==> src/rtl/vga_timing_pkg.sv <==
`default_nettype none
// ============================================================================
//  Module   : vga_timing_pkg
//  Purpose  : Shared 640x480@60 raster timing constants, the coordinate type
//             and a small range-decode helper used by the sync generator.
//  Contents : H_*/V_* default timing, H_TOTAL/V_TOTAL, TOP_MARGIN (status
//             header height used by the pixel path), coord_t, in_window().
//  Revision : 1.0  initial release
// ============================================================================
package vga_timing_pkg;

    localparam int H_DISPLAY  = 640;
    localparam int H_FRONT    = 16;
    localparam int H_SYNC     = 96;
    localparam int H_BACK     = 48;
    localparam int H_TOTAL    = H_DISPLAY + H_FRONT + H_SYNC + H_BACK;

    localparam int V_DISPLAY  = 480;
    localparam int V_FRONT    = 10;
    localparam int V_SYNC     = 2;
    localparam int V_BACK     = 33;
    localparam int V_TOTAL    = V_DISPLAY + V_FRONT + V_SYNC + V_BACK;

    // Height of the score/status header drawn at the top of the screen.
    localparam int TOP_MARGIN = 25;

    typedef logic [9:0] coord_t;

    // Half-open window test: start <= v < stop.
    function automatic logic in_window(coord_t v, coord_t start, coord_t stop);
        return (v >= start) && (v < stop);
    endfunction

endpackage
`default_nettype wire

==> src/rtl/pixel_tick_div.sv <==
`default_nettype none
// ============================================================================
//  Module   : pixel_tick_div
//  Purpose  : Divides the system clock down to a one-clk pixel strobe.
//             The count runs 0..CLK_DIV-1 and wraps; p_tick is registered
//             and goes high in the clk after the count reaches CLK_DIV-1.
//  Ports    : clk    in  system clock
//             rst_n  in  synchronous reset, active-low
//             p_tick out one-clk pulse per pixel period
//  Params   : CLK_DIV  system clocks per pixel, legal 1..16
//  Revision : 1.0  initial release
// ============================================================================
module pixel_tick_div #(
    parameter int CLK_DIV = 4
) (
    input  logic clk,
    input  logic rst_n,
    output logic p_tick
);

    // CLK_DIV=1 still needs a 1-bit counter; it simply stays at zero.
    localparam int              c_CW   = (CLK_DIV > 1) ? $clog2(CLK_DIV) : 1;
    localparam logic [c_CW-1:0] c_LAST = c_CW'(CLK_DIV - 1);

    logic [c_CW-1:0] r_cnt;
    logic            r_p_tick;

    always_ff @(posedge clk) begin
        if (!rst_n) begin
            r_cnt    <= '0;
            r_p_tick <= 1'b0;
        end else begin
            r_p_tick <= (r_cnt == c_LAST);
            if (r_cnt == c_LAST) begin
                r_cnt <= '0;
            end else begin
                r_cnt <= r_cnt + 1'b1;
            end
        end
    end

    assign p_tick = r_p_tick;

endmodule
`default_nettype wire

==> src/rtl/vga_sync_gen.sv <==
`default_nettype none
// ============================================================================
//  Module   : vga_sync_gen
//  Purpose  : Raster timing source. Divides clk to the pixel rate, runs the
//             horizontal/vertical counters and drives coordinates, blanking,
//             active-low syncs and a once-per-frame update strobe.
//  Ports    : clk        in   system clock
//             rst_n      in   synchronous reset, active-low
//             p_tick     out  one-clk pulse per pixel period
//             x          out  horizontal count 0..H_TOTAL-1
//             y          out  vertical count 0..V_TOTAL-1
//             video_on   out  1 inside the visible area
//             hsync      out  active-low horizontal sync
//             vsync      out  active-low vertical sync
//             frame_tick out  one-clk pulse on entry to vertical blank
//             frame_cnt  out  8-bit frame counter (VGA_FRAME_CNT_EN only)
//  Config   : `define VGA_FRAME_CNT_EN to add the frame_cnt port and counter.
//  Revision : 1.0  initial release
// ============================================================================
module vga_sync_gen
    import vga_timing_pkg::*;
#(
    parameter int CLK_DIV   = 4,
    parameter int H_DISPLAY = vga_timing_pkg::H_DISPLAY,
    parameter int H_FRONT   = vga_timing_pkg::H_FRONT,
    parameter int H_SYNC    = vga_timing_pkg::H_SYNC,
    parameter int H_BACK    = vga_timing_pkg::H_BACK,
    parameter int V_DISPLAY = vga_timing_pkg::V_DISPLAY,
    parameter int V_FRONT   = vga_timing_pkg::V_FRONT,
    parameter int V_SYNC    = vga_timing_pkg::V_SYNC,
    parameter int V_BACK    = vga_timing_pkg::V_BACK
) (
    input  logic       clk,
    input  logic       rst_n,
    output logic       p_tick,
    output logic [9:0] x,
    output logic [9:0] y,
    output logic       video_on,
    output logic       hsync,
    output logic       vsync,
    output logic       frame_tick
`ifdef VGA_FRAME_CNT_EN
    ,
    output logic [7:0] frame_cnt
`endif
);

    localparam int     c_H_TOTAL  = H_DISPLAY + H_FRONT + H_SYNC + H_BACK;
    localparam int     c_V_TOTAL  = V_DISPLAY + V_FRONT + V_SYNC + V_BACK;
    localparam coord_t c_H_LAST   = coord_t'(c_H_TOTAL - 1);
    localparam coord_t c_V_LAST   = coord_t'(c_V_TOTAL - 1);
    localparam coord_t c_H_DISP   = coord_t'(H_DISPLAY);
    localparam coord_t c_V_DISP   = coord_t'(V_DISPLAY);
    localparam coord_t c_HS_START = coord_t'(H_DISPLAY + H_FRONT);
    localparam coord_t c_HS_STOP  = coord_t'(H_DISPLAY + H_FRONT + H_SYNC);
    localparam coord_t c_VS_START = coord_t'(V_DISPLAY + V_FRONT);
    localparam coord_t c_VS_STOP  = coord_t'(V_DISPLAY + V_FRONT + V_SYNC);

    logic   w_p_tick;
    coord_t w_x_nxt;
    coord_t w_y_nxt;
    logic   w_video_on_nxt;
    logic   w_hsync_nxt;
    logic   w_vsync_nxt;
    logic   w_frame_nxt;

    coord_t r_x;
    coord_t r_y;
    logic   r_video_on;
    logic   r_hsync;
    logic   r_vsync;
    logic   r_frame_tick;

    pixel_tick_div #(
        .CLK_DIV (CLK_DIV)
    ) u_pixel_tick_div (
        .clk    (clk),
        .rst_n  (rst_n),
        .p_tick (w_p_tick)
    );

    // Position the raster moves to on the next pixel strobe. The status
    // outputs are decoded from this so they register on the same edge as
    // the coordinates they describe.
    always_comb begin
        w_x_nxt = r_x + 1'b1;
        w_y_nxt = r_y;
        if (r_x == c_H_LAST) begin
            w_x_nxt = '0;
            if (r_y == c_V_LAST) begin
                w_y_nxt = '0;
            end else begin
                w_y_nxt = r_y + 1'b1;
            end
        end
        w_video_on_nxt = (w_x_nxt < c_H_DISP) && (w_y_nxt < c_V_DISP);
        w_hsync_nxt    = !in_window(w_x_nxt, c_HS_START, c_HS_STOP);
        w_vsync_nxt    = !in_window(w_y_nxt, c_VS_START, c_VS_STOP);
        w_frame_nxt    = (w_x_nxt == '0) && (w_y_nxt == c_V_DISP);
    end

    always_ff @(posedge clk) begin
        if (!rst_n) begin
            r_x          <= '0;
            r_y          <= '0;
            r_video_on   <= 1'b1;
            r_hsync      <= 1'b1;
            r_vsync      <= 1'b1;
            r_frame_tick <= 1'b0;
        end else begin
            // p_tick is a single-clk pulse, so this is high for one clk only.
            r_frame_tick <= w_p_tick && w_frame_nxt;
            if (w_p_tick) begin
                r_x        <= w_x_nxt;
                r_y        <= w_y_nxt;
                r_video_on <= w_video_on_nxt;
                r_hsync    <= w_hsync_nxt;
                r_vsync    <= w_vsync_nxt;
            end
        end
    end

`ifdef VGA_FRAME_CNT_EN
    logic [7:0] r_frame_cnt;

    always_ff @(posedge clk) begin
        if (!rst_n) begin
            r_frame_cnt <= '0;
        end else if (w_p_tick && w_frame_nxt) begin
            r_frame_cnt <= r_frame_cnt + 1'b1;
        end
    end

    assign frame_cnt = r_frame_cnt;
`endif

    assign p_tick     = w_p_tick;
    assign x          = r_x;
    assign y          = r_y;
    assign video_on   = r_video_on;
    assign hsync      = r_hsync;
    assign vsync      = r_vsync;
    assign frame_tick = r_frame_tick;

endmodule
`default_nettype wire

==> config.mk <==
export PLATFORM = sky130hd
export DESIGN_NAME = vga_sync_gen
export DESIGN_NICKNAME = d
export VERILOG_FILES = /design/src/rtl/vga_timing_pkg.sv /design/src/rtl/pixel_tick_div.sv /design/src/rtl/vga_sync_gen.sv
export SDC_FILE = /design/constraint.sdc
export NUM_CORES = 1
export LEC_CHECK = 0
export BUFFER_PORTS_ARGS = -buffer_cell sky130_fd_sc_hd__buf_2
export CAP_MARGIN = 25
export CORE_MARGIN = 2
export CORE_UTILIZATION = 56
export CTS_CLUSTER_DIAMETER = 30
export CTS_CLUSTER_SIZE = 28
export DETAILED_ROUTE_END_ITERATION = 8
export PLACE_DENSITY = 0.88
export SLEW_MARGIN = 20
export SYNTH_ARGS = -nofsm -noshare
export SYNTH_HDL_FRONTEND = slang
export SYNTH_HIERARCHICAL = 1
export SYNTH_SLANG_ARGS = --single-unit
==> constraint.sdc <==
create_clock -name clk -period 3.04 [get_ports clk]
set_input_delay 0 -clock clk [delete_from_list [all_inputs] [get_ports clk]]
set_output_delay 0 -clock clk [all_outputs]
set_load 0.05 [all_outputs]
After elaboration in Yosys (flattened, before gate mapping):

Cells that the tools add are included.

* input bits: 2
* bits in registers: 27
* output and inout port bits: 25
* logic and storage cells: 34

* reduce and logical (&&, ||, !) cells: 9
* bitwise gates (word level): 1
* equal/unequal tests: 4
* add/subtract/negate cells: 3
* order comparisons: 6
* muxes and demuxes: 3

Operator list (count)
* $mux W10: 3
* $add A10 B1 Y10 const B: 2
* $eq A10 B10 Y1 const B: 2
* $lt A10 B10 Y1 const B: 2
* $lt A10 B9 Y1 const B: 2
* $eq A10 B9 Y1 const B: 1
* $ge A10 B10 Y1 const B: 1
* $ge A10 B9 Y1 const B: 1
* $logic_not A10 Y1: 1
* $logic_and A1 B1 Y1: 5
* $add A2 B1 Y2 const B: 1
* $eq A2 B2 Y1 const B: 1
* $logic_not A1 Y1: 2
* $reduce_or A2 Y1: 1
* $not A1 Y1: 1

Longest topological paths before layout:

Gate-level depths: netlist (run 1).

* depth after elaboration: 6
* gate-level depth with buffers: 9
* depth with buffers taken out: 8

By module:

Netlist (run 1), hierarchy kept.

Modules (own cells, without submodules)
* vga_sync_gen: area an instance 1601.5 um^2, cells each 209, times used 1, sequential area each 480.5 um^2
* pixel_tick_div: area an instance 101.3 um^2, cells each 7, times used 1, sequential area each 60.1 um^2

Least setup slack after synthesis (run 1):

OpenSTA, ideal clock, no wires.

* path type: reg-to-reg
* from: reg r_x[0], in the netlist x[0]
* to: reg r_frame_tick, in the netlist frame_tick
* stages on the path, launching flop included: 9
* clock period less this slack: 2798 ps
* slack: 242 ps
* arrival: 2694 ps
* path buffers: 1
* setup time: 103 ps
* required time: 2937 ps
* cell sequence: dfxtp_1 ha_1 nand4_1 or3_1 buf_2 o21a_1 nor4_2 o31ai_1 a2111oi_2

* cells in the longest elaborated chain, start to end: 5
* elaborated cells on any way between the ends: 8
* those cells by class: 1 x add/sub; 2 x eq/ne; 2 x mux; 3 x reduce/logical

Ends and longest elaborated chain
* from (decl): RTL line vga_sync_gen.sv:67 `coord_t r_x;`
* from (signal assigned): RTL line vga_sync_gen.sv:114 `r_x <= w_x_nxt;`
* $add A10 B1 Y10 or $eq A10 B10 Y1 (tied branches): RTL line vga_sync_gen.sv:86, vga_sync_gen.sv:88
* $mux W10: RTL line vga_sync_gen.sv:88 `if (r_x == c_H_LAST) begin`
* $logic_not A10 Y1 or $eq A10 B9 Y1 (tied branches): RTL line vga_sync_gen.sv:99 `w_frame_nxt = (w_x_nxt == '0) && (w_y_nxt == c_V_DISP);`
* $logic_and A1 B1 Y1 (*): RTL line vga_sync_gen.sv:99
* $logic_and A1 B1 Y1 (*): RTL line vga_sync_gen.sv:112 `r_frame_tick <= w_p_tick && w_frame_nxt;`
* to (signal assigned): RTL line vga_sync_gen.sv:112
* to (decl): RTL line vga_sync_gen.sv:72 `logic r_frame_tick;`

Mark *: on every way between the ends. The rest lies on a longest branch, timed or not.
A chain may end at the register's enable or synchronous reset.

Worst setup path in the final report (run 1):

Same ends and word-level chain as after synthesis.

==> impl_results.md, run 1 <==
* Worst r2r src: x[0]$_SDFFE_PN0P_
* Hold path start: rst_n
* Maximum clock path buffer count at 2
* Period utilisation layout at 0.914
* Chip Width at slightly below 60 um
* Yosys warns at 6
* Switching power at about 0.14 mW
* Fillcell total at approximately 260
* Cell area after layout at 0.00184 mm^2
* Post-synth top cells: 27 x dfxtp_1, 20 x nand2_1, 14 x nor3_1
* Clock sinks at 27
* Clock skew at about 0.022 ns
* # hold bufs at CTS at 0
* Fin Setup TNS at 0 ns
* Vias in the first global route at about 1400
* Met2 WL at between 1500 and 2000 um
* Comb power frac at 0.064
* # IOs at 27
* Routability cong. at approximately 0.96
* Gr usage total at 0.221
* Avg Vias per Cell at 6.09
* Leakage power at between 0.6 and 0.7 nW
* Wire length on met3 at 234 um
* CP Launch Point: x[0]$_SDFFE_PN0P_
* Num CTS Buffers at 3
* Syn Inst Count at around 220
* Top-count cell post-synth: dfxtp_1
* Met1 WL at approximately 1800 um
* Pre-CTS setup slack at approximately 0.34 ns
* Share of layout cells above drive strength 1 at 0.159
* Type of origin of the critical path: flip-flop
* Via Count at around 1600
* Most used DFF post-synth: dfxtp_1
* Final Hold Viols at 0
* Max Cap Viol at 0
* Clock latency at the later pin of the worst-skew pair at between 0.3 and 0.4 ns
* Htree depth at 1
* Power Density at 304 mW/mm^2
* Area grow syn2layout at 8.30%
* Status: completed
* Initial antenna violation count at 0
* Register bit count reported by yosys at 27
* Number of distinct library cells after synthesis at 46
* Clock Power Share at 0.284
* Minimum clock period at around 2.8 ns
* Highest routed layer: met4
* Clock-pin slew of the registers on the worst-case setup and hold paths at roughly 0.16 ns
* Yosys top cell by area: dfxtp_1
* FFs w/ async S/R, synth at 0
* Antenna diode count at 0
* Syn_area_per_cell at between 7 and 8 um^2
* CP endpoint kind: flip-flop
* # DRC at 0
* Post-route core utilization at 0.619
* DP Area at about 0.0018 mm^2
* ANT nets after route at 0
* Hold WC Path Type: in2reg
* Sequential Power Share at 0.652
* Sw Share at 0.245
* Core Area at just under 0.003 mm^2
* Final HPWL DP at 2670 um
* Fmax at 360 MHz
* Final Slew Violations at 0
* Rows at 20
* Crit Path Class: reg2reg
* Nets@finish at 240
* Worst slew margin at 0.659
* RSZ-0062 raised after global routing: no
* Initial drt markers at 64
* Leading cell types by total area after synthesis: dfxtp_1 32%, xnor2_1 6.2%, nand2_1 4.4%
* Final WS setup at 0.261 ns
* Critical path peak fanout at 7
* CTS tree: done
* CTS Root Cell: clkbuf_4
* Largest net degree at the start of global routing at 30
* Sequential area share after synthesis at 0.317
* Die area at approximately 0.0035 mm^2
* Area fraction of the dominant cell type after synthesis at 0.317
* DRT Wirelength at 3730 um
* Die H at roughly 59 um
* Data arrival time of the critical path at just over 3 ns
* Mapped Nets at ~220
* Port Buffers at 26
* Flop2flop setup slack at around 0.26 ns
* Post-CTS Resized at 0
* Int Power at 0.424 mW
* Mapped Area at approximately 0.0017 mm^2
* Final setup violation count at 0
* Initial Util at 0.572
* Number of flops mapped to enable cells by yosys at 0
* First-pass GRT wire length at roughly 6000 um
* Pre-antenna DRT Iters at 4
* Slew @ Worst Pin at 0.507 ns
* GRT overflow at 0
* Routed len/inst at 14.1 um
* Worst VDD drop at 0.213 mV
* Req. time, crit path at approximately 3.3 ns
* Post-CTS Setup Repair Bufs at 0
sequential cells by signal, indices dropped and copies added, names as in the netlist:
signal / flops
video_on: 1
u_pixel_tick_div/r_cnt: 2
frame_tick: 1
y: 10
x: 10
hsync: 1
u_pixel_tick_div/p_tick: 1
vsync: 1
power by group through the flow:
stage	Sequential, mW	Combinational (mW)	Clock [mW]
finish	0.366	0.0358	0.159
global route	0.368	0.0393	0.175
CTS	0.366	0.0359	0.161
detailed placement	0.374	0.0357	0
global placement	0.374	0.0348	0
floorplan	0.381	0.0179	0
through the flow:
stage / power [mW] / hold WS [ns] / std cells
final: 0.562 / 0.108 / 265
after global routing: 0.582 / 0.137 / 265
after CTS: 0.563 / 0.118 / 265
after detailed placement: 0.410 / 0.435 / 261
after floorplan: 0.399 / 0.142 / 216
after global placement: 0.409 / 0.432 / 261
path summary, 6_finish.rpt:
| path | to | cells after the start |
|---|---|---|
| setup reg to reg | frame_tick$_SDFF_PN0_ | 7 |
| hold / removal | x[9]$_SDFFE_PN0P_ | 2 |
| setup / recovery | frame_tick$_SDFF_PN0_ | 7 |
| hold reg to reg | u_pixel_tick_div/r_cnt[0]$_SDFF_PP0_ | 1 |
cells in the final DEF (no fill, tap or decap), drive strengths merged, types with 7 or more instances in the layout:
cell type / instances
a21oi: 9
o21ai: 11
xnor2: 12
dfxtp: 27
and2: 11
nand3: 12
nor3: 14
nor2: 11
buf: 28
inv: 7
nand2: 20
critical path, stage by stage, from the launching register on:
cell and delay (ns):
dfxtp_1 0.47, ha_1 0.32, nand4_1 0.27, or3_1 0.52, o21a_1 0.24, nor4_2 0.37, o31ai_1 0.17, a2111oi_2 0.34
cells by family (layout without fill, tap and decap cells):
family	Yosys count	count (layout)	synth area share
AO/OA/AOI/OAI	44	44	0.173
XOR/XNOR	14	14	0.0720
multiplexers	4	4	0.0235
flip-flops	27	27	0.317
adder cells (fa/ha/maj)	5	5	0.0367
AND/OR/NAND/NOR	99	99	0.320
buffers and inverters	23	39	0.0573
final cells by class:
| cell class | instances | area, um^2 | area share |
|---|---|---|---|
| inverter | 7 | 26.3 | 0.0142 |
| multi-input combinational | 166 | 1060 | 0.577 |
| timing repair buffer | 28 | 145 | 0.0787 |
| sequential | 27 | 541 | 0.293 |
| clock buffer | 4 | 26.3 | 0.0142 |
| tap | 33 | 41.3 | 0.0224 |
metal layers:
layer | vias up | track usage
met5 | - | 0
met4 | 0 | 0.0812
li1 | 799 | -
met1 | 738 | 0.309
met3 | 8 | 0.0240
met2 | 69 | 0.351
(Power assumes the default switching activity.)
==> run 2: changes to the inputs <==
--- a/config.mk
+++ b/config.mk
@@ -13,6 +13,7 @@
 export CTS_CLUSTER_SIZE = 28
 export DETAILED_ROUTE_END_ITERATION = 8
 export PLACE_DENSITY = 0.88
+export SKIP_LAST_GASP = 1
 export SLEW_MARGIN = 20
 export SYNTH_ARGS = -nofsm -noshare
 export SYNTH_HDL_FRONTEND = slang
==> constraint.sdc (replaced) <==
create_clock -name clk -period 2.61 [get_ports clk]
set_input_delay 0 -clock clk [delete_from_list [all_inputs] [get_ports clk]]
set_output_delay 0 -clock clk [all_outputs]
set_load 0.05 [all_outputs]
==> run 2 against run 1 <==
  * Clock skew down 0.017 ns
  * Via count up 1.8%
  * Routed wire length up 1.4%
  * Register-to-register slack worse by 0.09 ns
  * Sequential cell count unchanged
  * Power up 16%
  * Critical path depth down 1
  * Cell area up 4.1%
  * Core utilization up 2.6 points
  * Clock power up 16%
  * Sequential power up 17%
  * Critical path type unchanged
  * Highest routed layer unchanged
==> impl_results.md, run 2 (synthesis results as in run 1) <==
* Type of origin of the critical path: flip-flop
* Avg Vias per Cell at a little over 6
* Cell area after layout at 0.00192 mm^2
* Area grow syn2layout at 12.8%
* Hold Worst Slack at 0.111 ns
* Core Area at just under 0.003 mm^2
* # DRC at 0
* Chip Width at 59.1 um
* DRT Wirelength at 3780 um
* Htree depth at 1
* Fillcell total at 255
* Post-CTS Setup Repair Bufs at 0
* Antenna diode count at 0
* Clock sinks at 27
* ANT nets after route at 0
* Post-route core utilization at 0.645
* Fmax at about 400 MHz
* Period utilisation layout at 0.935
* Slew @ Worst Pin at roughly 0.53 ns
* CP Launch Point: x[6]$_SDFFE_PN0P_
* Port Buffers at 26
* Critical Path, Cell by Cell: or4b_4, or3_1, o21a_1, nor4_2, o31ai_1, a2111oi_2
* Routability cong. at ~0.84
* Critical path peak fanout at 10
* Final setup violation count at 0
* Nets@finish at approximately 250
* Final Slew Violations at 0
* Req. time, crit path at about 2.9 ns
* # IOs at 27
* Worst slew margin at 0.648
* Final HPWL DP at about 2700 um
* Leakage power at a little over 0.7 nW
* Hold Path Depth at 2
* CTS tree: done
* Via Count at 1643
* Crit Path Class: reg2reg
* # hold bufs at CTS at 0
* Fin Setup TNS at 0 ns
* Routed len/inst at 13.9 um
* Worst setup path end: frame_tick$_SDFF_PN0_
* Register Area at 552 um^2
* CP endpoint kind: flip-flop
* Pre-CTS setup slack at ~0.21 ns
* Final WS setup at 0.169 ns
* Commonest non-fill, non-tap cell in the layout: buf_2
* Pre-antenna DRT Iters at 4
* First-pass GRT wire length at around 6400 um
* Non-Filler Instances at around 270
* Initial drt markers at between 70 and 80
* Vias in the first global route at between 1000 and 1500
* Worst VDD drop at ~0.18 mV
* Area of the multi-input gates at around 0.0011 mm^2
* Clock-pin slew of the registers on the worst-case setup and hold paths at between 0.1 and 0.15 ns
* Gr usage total at 0.231
* Worst reg-to-reg path cell count at 6
* Worst R2R End: frame_tick$_SDFF_PN0_
* CP max-delay cell: or4b_4
* Worst r2r src: x[6]$_SDFFE_PN0P_
* Rows at 20
* Most frequent cells in the layout: 26 x buf_2, 20 x nand2_1, 18 x dfxtp_1, 14 x nor3_1
* Clock latency at the later pin of the worst-skew pair at between 0.3 and 0.4 ns
* CP peak stage delay at about 0.56 ns
* Share of layout cells above drive strength 1 at 0.222
* Die H at roughly 59 um
* Clock skew at 0.00489 ns
* Die area at ~0.0035 mm^2
* DP Area at ~0.0019 mm^2
* Status: completed
* Max Cap Viol at 0
* Final Hold Viols at 0
* Num CTS Buffers at 3
* GRT overflow at 0
* Tot Pwr at around 0.65 mW
* Placed Cells at roughly 270
* CTS Root Cell: clkbuf_4
* Hold WC Path Type: in2reg
* Post-CTS Resized at 0
* Maximum clock path buffer count at 2
* Initial Util at 0.572
* Data arrival time of the critical path at roughly 2.7 ns
* Minimum clock period at roughly 2.4 ns
* RSZ-0062 raised after global routing: no
* Initial antenna violation count at 0
* Largest net degree at the start of global routing at 30
* Flop2flop setup slack at between 0.15 and 0.2 ns
* Power Density at roughly 340 mW/mm^2
run 2: changes by cell type in the layout (fill, tap and decap cells not counted):
cell     previous run  this run
buf_12              0         1
buf_4               2         8
dfxtp_1            27        18
dfxtp_2             0         9
run 2: worst min-delay path by stage:
stage                                               from                              endpoint  slack, ns
detailed placement  u_pixel_tick_div/r_cnt[0]$_SDFF_PP0_  u_pixel_tick_div/r_cnt[0]$_SDFF_PP0_       0.44
global placement    u_pixel_tick_div/r_cnt[0]$_SDFF_PP0_  u_pixel_tick_div/r_cnt[0]$_SDFF_PP0_       0.43
finish                                             rst_n                     y[3]$_SDFFE_PN0P_       0.11
global route                                       rst_n                     y[3]$_SDFFE_PN0P_       0.11
floorplan                                          rst_n    u_pixel_tick_div/p_tick$_SDFF_PN0_       0.14
CTS                                                rst_n                     y[3]$_SDFFE_PN0P_       0.11
run 2: worst max-delay path, delay by kind of cell, from the launching register on:
family | cells | cell delay, ns
AO/OA/AOI/OAI | 3 | 0.72
flip-flops | 1 | 0.40
AND/OR/NAND/NOR | 3 | 1.24
run 2: layout make-up:
cell class              count  share of cell area
multi-input cells         166               0.554
flip-flops and latches     27               0.287
repair buffers             35               0.109
well taps                  33              0.0215
clock buffers               4              0.0137
inverters                   7              0.0137
run 2: metal layers:
metal	routed length (um)	share of wire	global-route usage	vias up
met2	1710	0.45	0.371	64
met5	0	0	0	-
met3	270	0.071	0.0306	8
met4	55	0.015	0.0974	0
li1	-	-	-	812
met1	1750	0.46	0.311	759
run 2: where the power goes:
part           total [mW]  internal, mW  switching (mW)
combinational      0.0408        0.0140          0.0267
clock               0.184        0.0599           0.124
sequential          0.427         0.419         0.00738
==> run 3: changes to the inputs <==
--- a/config.mk
+++ b/config.mk
@@ -5,6 +5,7 @@
 export SDC_FILE = /design/constraint.sdc
 export NUM_CORES = 1
 export LEC_CHECK = 0
+export ABC_AREA = 1
 export BUFFER_PORTS_ARGS = -buffer_cell sky130_fd_sc_hd__buf_2
 export CAP_MARGIN = 25
 export CORE_MARGIN = 2
==> run 3 against run 2 <==
  * Synthesized cell count increased by 25%
  * Hold slack got worse by 0.057 ns
  * Cell area is 0.20% lower
  * Worst setup slack improved by 0.49 ns
  * Sequential power grew 6.8%
  * Fmax up 25%
  * Non-clock buffer count shrank 8
  * Critical path type unchanged
  * Largest cell class unchanged
==> impl_results.md, run 3 <==
* Status: completed
* Worst VDD drop at 0.318 mV
* Mapped Nets at 278
* Worst slew margin at 0.561
* Vias in the first global route at roughly 1600
* Die H at 59.8 um
* Maximum clock path buffer count at 2
* Post-CTS Resized at 0
* First-pass GRT wire length at between 6000 and 7000 um
* Htree depth at 1
* # DRC at 0
* Clock sinks at 27
* CTS tree: done
* Yosys top cell by area: dfxtp_1
* RSZ-0062 raised after global routing: no
* Period utilisation layout at 0.747
* Number of distinct library cells after synthesis at 29
* Die area at 0.00358 mm^2
* Routability cong. at around 0.94
* Clock-pin slew of the registers on the worst-case setup and hold paths at around 0.15 ns
* Area of the multi-input gates at around 0.0010 mm^2
* Area fraction of the dominant cell type after synthesis at 0.310
* Core Area at ~0.0030 mm^2
* Chip Width at about 60 um
* Hold WC Path Type: in2reg
* Antenna diode count at 0
* Top-count cell post-synth: nand2_1
* Num CTS Buffers at 3
* Area grow syn2layout at 9.82%
* Nets@finish at a little over 300
* Initial Util at 0.581
* Leading cell types by total area after synthesis: dfxtp_1 31%, nand2_1 13%, inv_1 8.4%
* Minimum clock period at slightly below 2 ns
* Syn Inst Count at ~270
* Syn_area_per_cell at roughly 6.4 um^2
* Max Cap Viol at 0
* Final Slew Violations at 0
* Initial antenna violation count at 0
* Crit Path Class: reg2reg
* Met2 WL at about 1900 um
* GRT overflow at 0
* Port Buffers at 26
* Final WS setup at between 0.6 and 0.7 ns
* Final setup violation count at 0
* Highest routed layer: met4
* Commonest non-fill, non-tap cell in the layout: nand2_1
* Pre-CTS setup slack at about 0.70 ns
* Met1 WL at ~1800 um
* Post-synth top cells: 62 x nand2_1, 39 x inv_1, 32 x nor2_1, 27 x dfxtp_1, 25 x o21ai_0
* CP endpoint kind: flip-flop
* Power Density at approximately 400 mW/mm^2
* Routed len/inst at ~12 um
* Clock latency at the later pin of the worst-skew pair at roughly 0.33 ns
* Clock skew at 0.0137 ns
* Final HPWL DP at ~3000 um
* # hold bufs at CTS at 0
* Type of origin of the critical path: flip-flop
* Fmax at roughly 500 MHz
* Data arrival time of the critical path at between 2 and 2.5 ns
* CP max-delay cell: dfxtp_1
* Initial drt markers at ~120
* Final Hold Viols at 0
* Slew @ Worst Pin at 0.657 ns
* Register Area at about 540 um^2
* CP peak stage delay at approximately 0.45 ns
* Via Count at roughly 1800
* Critical Path, Cell by Cell: ha_1, nand2_2, nor2_1, nand4_2, clkinv_1, o21ai_0, nor2_1, nand3_1, nand2_1, nand2_1
* Most frequent cells in the layout: 62 x nand2_1, 39 x inv_1, 32 x nor2_1, 27 x dfxtp_1, 26 x buf_2
* Fillcell total at 293
* DRT Wirelength at roughly 3900 um
* # IOs at 27
* Share of layout cells above drive strength 1 at 0.166
* Mapped Area at between 0.0015 and 0.002 mm^2
* Register bit count reported by yosys at 27
* Critical path peak fanout at 9
* Rows at 20
* Req. time, crit path at 2.85 ns
* Most used DFF post-synth: dfxtp_1
* Yosys warns at 6
* Pre-antenna DRT Iters at 4
* Leakage power at about 0.91 nW
* Wire length on met3 at roughly 200 um
* Fin Setup TNS at 0 ns
* Gr usage total at 0.247
* ANT nets after route at 0
* Largest net degree at the start of global routing at 23
* Avg Vias per Cell at 5.34
* Number of flops mapped to enable cells by yosys at 0
* FFs w/ async S/R, synth at 0
* CTS Root Cell: clkbuf_4
* Sequential area share after synthesis at 0.310
* Post-CTS Setup Repair Bufs at 0
[run 3: final timing paths]
| kind | start | endpoint | slack, ns | cells past startpoint |
|---|---|---|---|---|
| hold reg to reg | u_pixel_tick_div/r_cnt[0]$_SDFF_PP0_ | u_pixel_tick_div/r_cnt[0]$_SDFF_PP0_ | 0.43 | 1 |
| setup / recovery | x[0]$_SDFFE_PN0P_ | vsync$_SDFFE_PN1P_ | 0.66 | 10 |
| hold / removal | rst_n | u_pixel_tick_div/p_tick$_SDFF_PN0_ | 0.05 | 3 |
| setup reg to reg | x[0]$_SDFFE_PN0P_ | vsync$_SDFFE_PN1P_ | 0.66 | 10 |
[run 3: kinds of logic (layout without fill, tap and decap cells)]
| family | count (synthesis) | after routing | share of synthesized area |
|---|---|---|---|
| buf+inv | 48 | 73 | 0.112 |
| simple gates | 137 | 137 | 0.371 |
| xor+xnor | 4 | 4 | 0.0201 |
| fa+ha+maj | 5 | 5 | 0.0358 |
| flops | 27 | 27 | 0.310 |
| compound gates | 50 | 50 | 0.151 |
[run 3: stage by stage]
step | power (mW) | utilization | hold WS (ns) | std cells | area (um^2)
global route | 0.831 | 0.638 | 0.0767 | 329 | 1920
detailed placement | 0.606 | 0.628 | 0.411 | 325 | 1890
CTS | 0.793 | 0.638 | 0.0413 | 329 | 1920
finish | 0.788 | 0.638 | 0.0540 | 329 | 1920
floorplan | 0.575 | - | 0.0976 | 271 | 1750
global placement | 0.603 | 0.628 | 0.395 | 325 | 1890
[run 3: layout make-up]
class / count / share of cell area
multi-input combinational: 196 / 0.527
sequential: 27 / 0.282
inverter: 42 / 0.0822
timing repair buffer: 27 / 0.0718
tap: 33 / 0.0215
clock buffer: 3 / 0.0117
clock inverter: 1 / 0.00392
[run 3: worst max-delay path: cells and delay by family (launching register included)]
family          cells  cell delay, ns
compound gates      1            0.16
fa+ha+maj           1            0.23
buf+inv             1            0.17
flops               1            0.45
simple gates        7            0.85
[run 3: report_power, final]
part | internal, mW | switching [mW]
clock | 0.0586 | 0.132
sequential | 0.431 | 0.0244
combinational | 0.0369 | 0.105
total | 0.527 | 0.261
[run 3: layer usage]
layer / global-route usage / vias up
li1: - / 919
met1: 0.321 / 775
met2: 0.427 / 58
met3: 0.0238 / 6
met4: 0.0794 / 0
met5: 0 / -
